### src/rtl/bmp_row_compare_acc.sv
// -----------------------------------------------------------------------------
// bmp_row_compare_acc
//
// Walks all rows of the 24x64 bitmap register, fetching each row together with
// the matching template row. For every row it counts the bit positions where
// the two agree, and it sums those counts over the whole bitmap. At the end it
// reports a similarity score, a one-cycle done pulse and a threshold match flag.
//
// Ports:
//   clk        system clock
//   rst_n      asynchronous active-low reset
//   start      begin a comparison (accepted only when idle)
//   abort      synchronous abort of a running comparison
//   threshold  match threshold, captured when start is accepted
//   row_addr   row address to bitmap register and template store
//   rd_en      read enable to bitmap register and template store
//   bmp_row    bitmap row, valid one cycle after rd_en
//   tmpl_row   template row, valid one cycle after rd_en
//   busy       comparison in progress
//   done       one-cycle pulse, score and match valid
//   score      total agreeing bits of the last completed comparison
//   match      score >= captured threshold, last completed comparison
// -----------------------------------------------------------------------------
module bmp_row_compare_acc #(
    parameter int ROWS    = 64,
    parameter int COLS    = 24,
    parameter int ADDR_W  = 6,
    parameter int SCORE_W = 11
) (
    input  logic               clk,
    input  logic               rst_n,
    input  logic               start,
    input  logic               abort,
    input  logic [SCORE_W-1:0] threshold,
    output logic [ADDR_W-1:0]  row_addr,
    output logic               rd_en,
    input  logic [COLS-1:0]    bmp_row,
    input  logic [COLS-1:0]    tmpl_row,
    output logic               busy,
    output logic               done,
    output logic [SCORE_W-1:0] score,
    output logic               match
);

    localparam int CNT_W = $clog2(COLS + 1);
    localparam logic [ADDR_W-1:0]  LAST_ROW   = ADDR_W'(ROWS - 1);
    localparam logic [ADDR_W-1:0]  ADDR_ZERO  = {ADDR_W{1'b0}};
    localparam logic [ADDR_W-1:0]  ADDR_ONE   = ADDR_W'(1'b1);
    localparam logic [SCORE_W-1:0] SCORE_ZERO = {SCORE_W{1'b0}};

    typedef enum logic [1:0] {
        ST_IDLE  = 2'd0,
        ST_RUN   = 2'd1,
        ST_DRAIN = 2'd2,
        ST_DONE  = 2'd3
    } state_t;

    // Number of bit positions in which the two rows agree.
    function automatic logic [CNT_W-1:0] agree_count(
        input logic [COLS-1:0] a,
        input logic [COLS-1:0] b
    );
        logic [COLS-1:0]  same;
        logic [CNT_W-1:0] cnt;
        same = ~(a ^ b);
        cnt  = {CNT_W{1'b0}};
        for (int i = 0; i < COLS; i++) begin
            cnt = cnt + CNT_W'(same[i]);
        end
        return cnt;
    endfunction

    state_t             state_r, state_s;
    logic [ADDR_W-1:0]  row_addr_r, row_addr_s;
    logic               rd_en_r, rd_en_s;
    logic               vld_r, vld_s;
    logic               busy_r, busy_s;
    logic               done_r, done_s;
    logic [SCORE_W-1:0] acc_r, acc_s;
    logic [SCORE_W-1:0] thr_r, thr_s;
    logic [SCORE_W-1:0] score_r, score_s;
    logic               match_r, match_s;
    logic [SCORE_W-1:0] row_sum_s;
    logic [SCORE_W-1:0] acc_plus_s;

    // Running total including the row currently on the data inputs, if valid.
    always_comb begin
        row_sum_s = SCORE_W'(agree_count(bmp_row, tmpl_row));
        if (vld_r) begin
            acc_plus_s = acc_r + row_sum_s;
        end else begin
            acc_plus_s = acc_r;
        end
    end

    // Next-state and next-output logic of the row sequencer.
    always_comb begin
        state_s    = state_r;
        row_addr_s = row_addr_r;
        rd_en_s    = rd_en_r;
        vld_s      = rd_en_r;       // data arrives one cycle after the read
        busy_s     = busy_r;
        done_s     = 1'b0;
        acc_s      = acc_plus_s;
        thr_s      = thr_r;
        score_s    = score_r;
        match_s    = match_r;

        case (state_r)
            ST_IDLE: begin
                rd_en_s = 1'b0;
                busy_s  = 1'b0;
                if (start) begin
                    state_s    = ST_RUN;
                    thr_s      = threshold;
                    acc_s      = SCORE_ZERO;
                    row_addr_s = ADDR_ZERO;
                    rd_en_s    = 1'b1;
                    busy_s     = 1'b1;
                    vld_s      = 1'b0;
                end else begin
                    state_s = ST_IDLE;
                end
            end
            ST_RUN: begin
                if (abort) begin
                    // Drop the pipeline too, so no stale row lands in the cleared sum.
                    state_s = ST_IDLE;
                    rd_en_s = 1'b0;
                    busy_s  = 1'b0;
                    vld_s   = 1'b0;
                    acc_s   = SCORE_ZERO;
                end else if (row_addr_r == LAST_ROW) begin
                    // Address holds on the last row instead of wrapping.
                    state_s = ST_DRAIN;
                    rd_en_s = 1'b0;
                end else begin
                    row_addr_s = row_addr_r + ADDR_ONE;
                    rd_en_s    = 1'b1;
                end
            end
            ST_DRAIN: begin
                rd_en_s = 1'b0;
                if (abort) begin
                    state_s = ST_IDLE;
                    busy_s  = 1'b0;
                    vld_s   = 1'b0;
                    acc_s   = SCORE_ZERO;
                end else begin
                    // Last row is folded in on the same edge that publishes the result.
                    state_s = ST_DONE;
                    done_s  = 1'b1;
                    score_s = acc_plus_s;
                    match_s = (acc_plus_s >= thr_r);
                end
            end
            ST_DONE: begin
                state_s = ST_IDLE;
                rd_en_s = 1'b0;
                busy_s  = 1'b0;
            end
            default: begin
                state_s = ST_IDLE;
                rd_en_s = 1'b0;
                busy_s  = 1'b0;
                vld_s   = 1'b0;
                acc_s   = SCORE_ZERO;
            end
        endcase
    end

    // State, pipeline and output registers.
    always_ff @(posedge clk or negedge rst_n) begin
        if (!rst_n) begin
            state_r    <= ST_IDLE;
            row_addr_r <= ADDR_ZERO;
            rd_en_r    <= 1'b0;
            vld_r      <= 1'b0;
            busy_r     <= 1'b0;
            done_r     <= 1'b0;
            acc_r      <= SCORE_ZERO;
            thr_r      <= SCORE_ZERO;
            score_r    <= SCORE_ZERO;
            match_r    <= 1'b0;
        end else begin
            state_r    <= state_s;
            row_addr_r <= row_addr_s;
            rd_en_r    <= rd_en_s;
            vld_r      <= vld_s;
            busy_r     <= busy_s;
            done_r     <= done_s;
            acc_r      <= acc_s;
            thr_r      <= thr_s;
            score_r    <= score_s;
            match_r    <= match_s;
        end
    end

    assign row_addr = row_addr_r;
    assign rd_en    = rd_en_r;
    assign busy     = busy_r;
    assign done     = done_r;
    assign score    = score_r;
    assign match    = match_r;

endmodule
### config.mk
export PLATFORM = sky130hd
export DESIGN_NAME = bmp_row_compare_acc
export DESIGN_NICKNAME = d
export VERILOG_FILES = /design/src/rtl/bmp_row_compare_acc.sv
export SDC_FILE = /design/constraint.sdc
export NUM_CORES = 1
export LEC_CHECK = 0
export BUFFER_PORTS_ARGS = -buffer_cell sky130_fd_sc_hd__buf_2
export CORE_MARGIN = 2
export CORE_UTILIZATION = 45
export CTS_BUF_LIST = sky130_fd_sc_hd__clkbuf_8
export DETAILED_ROUTE_END_ITERATION = 16
export PLACE_DENSITY = 0.72
export REMOVE_ABC_BUFFERS = 1
export SYNTH_ARGS = -nofsm -noshare
export SYNTH_HDL_FRONTEND = slang
export SYNTH_SLANG_ARGS = --single-unit
### constraint.sdc
create_clock -name clk -period 5.9 [get_ports clk]
set_input_delay 0.59 -clock clk [delete_from_list [all_inputs] [get_ports clk]]
set_output_delay 0.59 -clock clk [all_outputs]
set_load 0.01 [all_outputs]
==> results by group, run 1 <==
Outcome
  – Status: finished clean

CTS
  – Skew-Pair Late Insertion Delay: 0.31 ns
  – CTS root buf: clkbuf_8
  – CTS Sinks: 46
  – Longest Clk Path Bufs: 2
  – Clock slew at reported path FFs: 0.10 ns
  – TritonCTS clock tree: built
  – H-tree depth: 2
  – Num CTS Buffers: 5
  – Cts hold-fix bufs: 0

Cells and area
  – Nets@finish: 552
  – Most frequent cells in the layout: buf_2, dfrtp_1, inv_1
  – Most common cell after layout, fill and taps aside: buf_2
  – Diode count: 0
  – # fillers: 704
  – Final core utilization: 54.9%
  – Area Overhead vs Synth: 19.8%
  – Fraction of layout cells with a size suffix above 1: 28.6%

Place
  – GPL Wtd Cong: 0.872
  – Post-DP HPWL: 5.86 mm
  – Port bufs: 83

Worst setup path
  – Worst-path fanout max: 6
  – Critical R2R Launch: acc_r[0]$_DFF_PN0_
  – Critical-path top delay cell: fa_1
  – Critical path class: in2reg
  – CP Launch Type: input pin
  – Critical path origin: tmpl_row[10]
  – CP endpoint kind: flip-flop
  – Arr. time, crit path: 5.93 ns
  – Cell Chain, Critical Path: buf_2, xor2_1, fa_1, fa_1, fa_1, fa_1, inv_1, fa_1, fa_2, fa_1, a21o_1, a221oi_4, buf_4, o21ai_1, nand2_1, ha_1, nand4_1, nor2_1, a21oi_1, o22ai_1
  – CP most frequent cell: fa_1
  – CP peak stage delay: 0.57 ns
  – Worst EP required: 6.09 ns

Die
  – CORE AREA: 7610 µm²
  – Num rows: 32
  – IO Count: 84
  – Area of the die: 8470 µm²
  – Die span in x: 92.0 µm
  – Die Y: 92.0 µm
  – Starting Density: 45.8%

Global route
  – GRT Resource Usage Total: 18.1%
  – Initial antenna violation count: 0
  – Remaining global-route overflow: 0
  – First-pass GRT wire length: 12.5 mm
  – Vias in the first global route: 2761
  – Largest net degree at the start of global routing: 47

Yosys
  – Synthesized instance count: 351
  – Yosys cell types: 54
  – Post-synth EDFFs: 0
  – Syn_area_per_cell: 9.93 µm²
  – Async SR Flop Fraction: 100%
  – Synth warn: 0
  – Post-Syn Area: 3490 µm²
  – Seq cells post-synth: 46
  – Main synth FF type: dfrtp_1
  – Sequential element share of the synthesized area: 33.0%

Power
  – Worst IR Drop VDD: 390 µV
  – P_leak: 2.14 nW
  – PD cells: 479 nW/µm²

Detailed routing
  – Drt total wl: 7.38 mm
  – Pre-antenna DRT Iters: 4
  – Drt drc: 0
  – Via count: 2873
  – Post-route antenna net violation count: 0
  – Vias per cell: 5.26
  – DRT iter0 DRCs: 103
  – Routed length per instance: 13.5 µm

Timing
  – Endpoints failing hold: 0
  – Fin. max-slew vios: 0
  – Fin crit share: 97.3%
  – Tmin final: 5.74 ns
  – Worst Tran Pin Value: 1.02 ns
  – Skew final: 0.0156 ns
  – # setup viols final: 0
  – WHS: 0.443 ns
  – RSZ-0062 raised after global routing: no
  – Slew HR: 32.2%
  – Fmax: 174 MHz

Flow run
  – Max-cap viol count: 0

Worst hold path
  – HP Class: in2async
-- Yosys cell counts (3+ instances only) --
cell type / number / share of area (%)
ha_1: 27 / 9.7
nand2_1: 23 / 2.5
a211oi_1: 6 / 1.3
mux2i_1: 7 / 2.0
mux2_2: 11 / 3.6
xnor2_1: 10 / 2.5
a21o_1: 5 / 1.1
nor2b_1: 6 / 1.1
nand3_1: 6 / 0.86
fa_1: 19 / 11
o21ai_1: 7 / 1.0
nor3_1: 5 / 0.72
nor2_1: 24 / 2.6
o21bai_1: 3 / 0.65
nor4_1: 3 / 0.54
a21oi_1: 10 / 1.4
inv_1: 41 / 4.4
xor2_1: 15 / 3.8
buf_2: 7 / 1.0
dfrtp_1: 46 / 33
a31oi_1: 3 / 0.54
nand3b_1: 3 / 0.65
clkbuf_1: 4 / 0.43
nand2b_1: 5 / 0.90
o21ai_0: 14 / 2.0
nand4_1: 4 / 0.72
-- critical path: cells and delay by family --
kind            cells  cell delay (ns)
fa+ha+maj           8             3.65
compound gates      5             0.92
xor+xnor            1             0.17
buf+inv             3             0.32
simple gates        3             0.26
-- per-stage QoR --
stage | power [mW] | area (µm²) | TNS [ns] | std cells | worst slack, ns
after floorplan | 1.43 | 3420 | 0 | 339 | 0.0407
after detailed placement | 1.81 | 4060 | -0.322 | 536 | -0.322
final | 2.00 | 4180 | 0 | 546 | 0.159
after global routing | 2.23 | 4180 | 0 | 546 | 0.00170
after CTS | 2.03 | 4150 | 0 | 544 | 0.0282
after global placement | 1.79 | 4060 | -0.214 | 536 | -0.214
-- power breakdown --
| part | switching, mW | internal, mW |
|---|---|---|
| sequential | 0.0273 | 0.351 |
| clock | 0.114 | 0.0848 |
| combinational | 0.774 | 0.650 |
-- per-layer routing --
layer / vias up / GRT usage, % / share of wire (%)
li1: 1402 / - / -
met1: 1402 / 23.3 / 43
met5: - / 0 / 0
met3: 5 / 3.20 / 4.5
met4: 0 / 3.61 / 0.57
met2: 64 / 32.0 / 52
-- logic make-up after synthesis --
| family | Yosys count | synth area share [%] |
|---|---|---|
| mux | 18 | 5.56 |
| xor+xnor | 25 | 6.28 |
| buf+inv | 53 | 6.17 |
| flops | 46 | 33.0 |
| simple gates | 89 | 12.9 |
| compound gates | 74 | 15.5 |
| fa+ha+maj | 46 | 20.6 |
-- worst paths after layout --
kind	end	slack (ns)	cells after the start
worst max-delay path	match$_DFFE_PN0P_	0.16	20
worst min-delay path	score[9]$_DFFE_PN0P_	0.44	1
worst max register to register	match$_DFFE_PN0P_	0.29	19
worst min register to register	busy$_DFFE_PN0P_	0.49	1
max in group asynchronous	thr_r[0]$_DFFE_PN0P_	4.81	1
min in group clk	busy$_DFFE_PN0P_	0.49	1
-- area by class of cell --
cell class                 count  area [µm²]  area share (%)
sequential                    46        1150            27.6
clock inverter                 3        23.8           0.569
inverter                      41         154            3.68
timing repair buffer          97         520            12.5
multi-input combinational    252        2130            51.0
clock buffer                   5        68.8            1.65
tap                          102         128            3.05
-- state kept, by name, indices dropped and copies added, names as in the netlist --
name and flops:
acc_r 11, score 11, thr_r 11, row_addr 6, state_r 2, busy 1, done 1, match 1
rd_en 1, vld_r 1
-- timing repair --
action / 4_1_cts / 5_1_grt
endpoints found under the hold margin: 0 / 0
gates resized for setup: 0 / 3
buffers inserted: 0 / 2
setup endpoints to repair: 0 / 1
Power figures use the tool's default switching activity.
==> run 2, diff against run 1 <==
--- a/config.mk
+++ b/config.mk
@@ -11,2 +11,3 @@
 export CTS_BUF_LIST = sky130_fd_sc_hd__clkbuf_8
+export CTS_CLUSTER_SIZE = 25
 export DETAILED_ROUTE_END_ITERATION = 16
==> constraint.sdc (replaced) <==
create_clock -name clk -period 5.9 [get_ports clk]
set_input_delay 1.475 -clock clk [delete_from_list [all_inputs] [get_ports clk]]
set_output_delay 1.475 -clock clk [all_outputs]
set_load 0.01 [all_outputs]
==> results by group, run 2 (synthesis gave the netlist of run 1 again) <==
Outcome
  – Status: finished with violations
  – Failing checks: negative setup slack

Worst hold path
  – Hold path endpoint: busy$_DFFE_PN0P_
  – HP Class: reg2reg
  – WHS Path Cells: 1
  – Hold Path Origin: busy$_DFFE_PN0P_

CTS
  – Cts hold-fix bufs: 0 (unchanged)
  – Skew-Pair Late Insertion Delay: 0.31 ns (about the same)
  – H-tree depth: 2 (unchanged)
  – Num CTS Buffers: 5 (unchanged)
  – Longest Clk Path Bufs: 2 (unchanged)
  – CTS root buf: clkbuf_8
  – Clock slew at reported path FFs: 0.08 ns (-0.02 ns)
  – CTS Sinks: 46 (unchanged)
  – TritonCTS clock tree: built

Cells and area
  – Fraction of layout cells with a size suffix above 1: 32.8% (+4.2 points)
  – Most common cell after layout, fill and taps aside: buf_2
  – Nets@finish: 562 (+1.8%)
  – Diode count: 0 (unchanged)
  – Area Overhead vs Synth: 25.7%
  – Most frequent cells in the layout: buf_2, dfrtp_1, inv_1

Global route
  – Vias in the first global route: 2870 (+3.9%)
  – Initial antenna violation count: 0 (unchanged)
  – Remaining global-route overflow: 0 (unchanged)
  – Largest net degree at the start of global routing: 47 (unchanged)
  – First-pass GRT wire length: 12.5 mm (-0.11%)
  – GRT Resource Usage Total: 17.9% (-0.20 points)

Die
  – Starting Density: 45.8% (unchanged)
  – Area of the die: 8470 µm² (unchanged)
  – CORE AREA: 7610 µm² (unchanged)
  – IO Count: 84 (unchanged)
  – Die span in x: 92.0 µm (unchanged)
  – Die Y: 92.0 µm (unchanged)
  – Num rows: 32 (unchanged)

Timing
  – Slew HR: 31.2% (-1.0 points)
  – Worst Tran Pin Value: 1.03 ns (+0.0152 ns)
  – Post-Route Setup TNS: -0.658 ns (-0.658 ns)
  – Skew final: 0.0161 ns (+0.000499 ns)
  – # setup viols final: 3 (+3)
  – Endpoints failing hold: 0 (unchanged)
  – Setup ws final: -0.503 ns (-0.662 ns)
  – WHS: 0.481 ns (+0.0383 ns)
  – Tmin final: 6.40 ns (+0.662 ns)
  – Fmax: 156 MHz (-10%)
  – RSZ-0062 raised after global routing: yes
  – Fin crit share: 109% (+11 points)
  – Fin. max-slew vios: 0 (unchanged)

Power
  – Logic pwr share: 71.4% (+0.2 points)
  – PD cells: 493 nW/µm² (+2.9%)
  – P_leak: 2.23 nW (+4.2%)
  – Sw Share: 43.7% (-2.1 points)
  – Register share of total power: 17.5% (-1.4 points)
  – Net Sw Power: 0.944 mW (+3.1%)
  – Internal power: 1.22 mW (+12%)
  – Clock power share: 11.1% (+1.2 points)
  – Total power: 2.16 mW (+7.9%)
  – Worst IR Drop VDD: 389 µV (-0.23%)

Detailed routing
  – Drt drc: 0 (unchanged)
  – Pre-antenna DRT Iters: 4 (unchanged)
  – Post-route antenna net violation count: 0 (unchanged)
  – Routed length per instance: 13.5 µm (-0.47%)
  – Vias per cell: 5.27 (about the same)
  – Via count: 2928 (+1.9%)
  – Drt total wl: 7.48 mm (+1.4%)
  – DRT iter0 DRCs: 166 (+61%)

Worst setup path
  – Critical path origin: tmpl_row[0]
  – CP endpoint kind: flip-flop
  – Worst-path fanout max: 4 (-2)
  – Reg2Reg Depth: 17 (-2)
  – R2R Path End: match$_DFFE_PN0P_
  – Family with the most delay on the worst path: adder cells
  – CP peak stage delay: 0.56 ns (about the same)
  – Cell Chain, Critical Path: buf_2, xnor2_2, fa_1, inv_1, fa_1, fa_1, fa_1, inv_2, fa_1, fa_2, fa_2, a21o_1, a221oi_4, buf_6, or3_4, nand2_1, ha_1, a211oi_2, o22ai_1
  – Worst EP required: 6.07 ns (-0.02 ns)
  – CP most frequent cell: fa_1
  – Reg2reg setup slack: 0.48 ns (+0.19 ns)
  – Critical path class: in2reg
  – Critical R2R Launch: acc_r[0]$_DFF_PN0_
  – Arr. time, crit path: 6.58 ns (+0.65 ns)
  – CP Launch Type: input pin
  – Critical-path top delay cell: fa_1
  – Critical path buffers and inverters: 4 (+1)

Place
  – GPL Wtd Cong: 0.900 (+3.2%)
  – Post-DP HPWL: 5.76 mm (-1.7%)
  – Port bufs: 83 (unchanged)

Flow run
  – Max-cap viol count: 0 (unchanged)
-- run 2: final cells by class --
type / instances / area, µm²
fillers: 679 / 3230
multi-input cells: 252 / 2210
flip-flops and latches: 46 / 1150
repair buffers: 107 / 628
inverters: 41 / 154
well taps: 102 / 128
clock buffers: 5 / 68.8
clock inverters: 3 / 43.8
-- run 2: power groups by stage --
stage | Sequential (mW) | Combinational [mW] | Clock [mW]
final | 0.377 | 1.54 | 0.240
after detailed placement | 0.384 | 1.53 | 0
after floorplan | 0.382 | 1.04 | 0
after global routing | 0.382 | 1.78 | 0.254
after CTS | 0.377 | 1.55 | 0.244
after global placement | 0.383 | 1.49 | 0
-- run 2: timing repair --
action	in CTS	in global routing
gates resized for setup	4	22
setup endpoints to repair	10	7
pin swaps	8	6
endpoints found under the hold margin	0	0
setup buffers	1	3
-- run 2: worst max path at each step --
stage	endpoint	slack [ns]	cells past startpoint
floorplan	match$_DFFE_PN0P_	-0.84	19
global placement	match$_DFFE_PN0P_	-1.09	20
detailed placement	match$_DFFE_PN0P_	-1.18	20
CTS	match$_DFFE_PN0P_	-0.45	20
global route	match$_DFFE_PN0P_	-0.68	18
finish	match$_DFFE_PN0P_	-0.50	19
-- run 2: through the flow --
step / utilization, % / cells / setup WS [ns] / area, µm²
2_1_floorplan: - / 339 / -0.844 / 3420
3_3_place_gp: 54.2 / 545 / -1.09 / 4130
3_5_place_dp: 54.2 / 545 / -1.18 / 4130
4_1_cts: 56.0 / 554 / -0.449 / 4260
5_1_grt: 57.6 / 556 / -0.675 / 4380
6_report: 57.6 / 556 / -0.503 / 4380
-- run 2: routing by layer --
layer	track usage, %	vias up	wire length (µm)
met4	3.11	0	71
met5	0	-	0
li1	-	1422	-
met1	22.4	1405	3180
met3	3.12	12	381
met2	32.7	89	3850
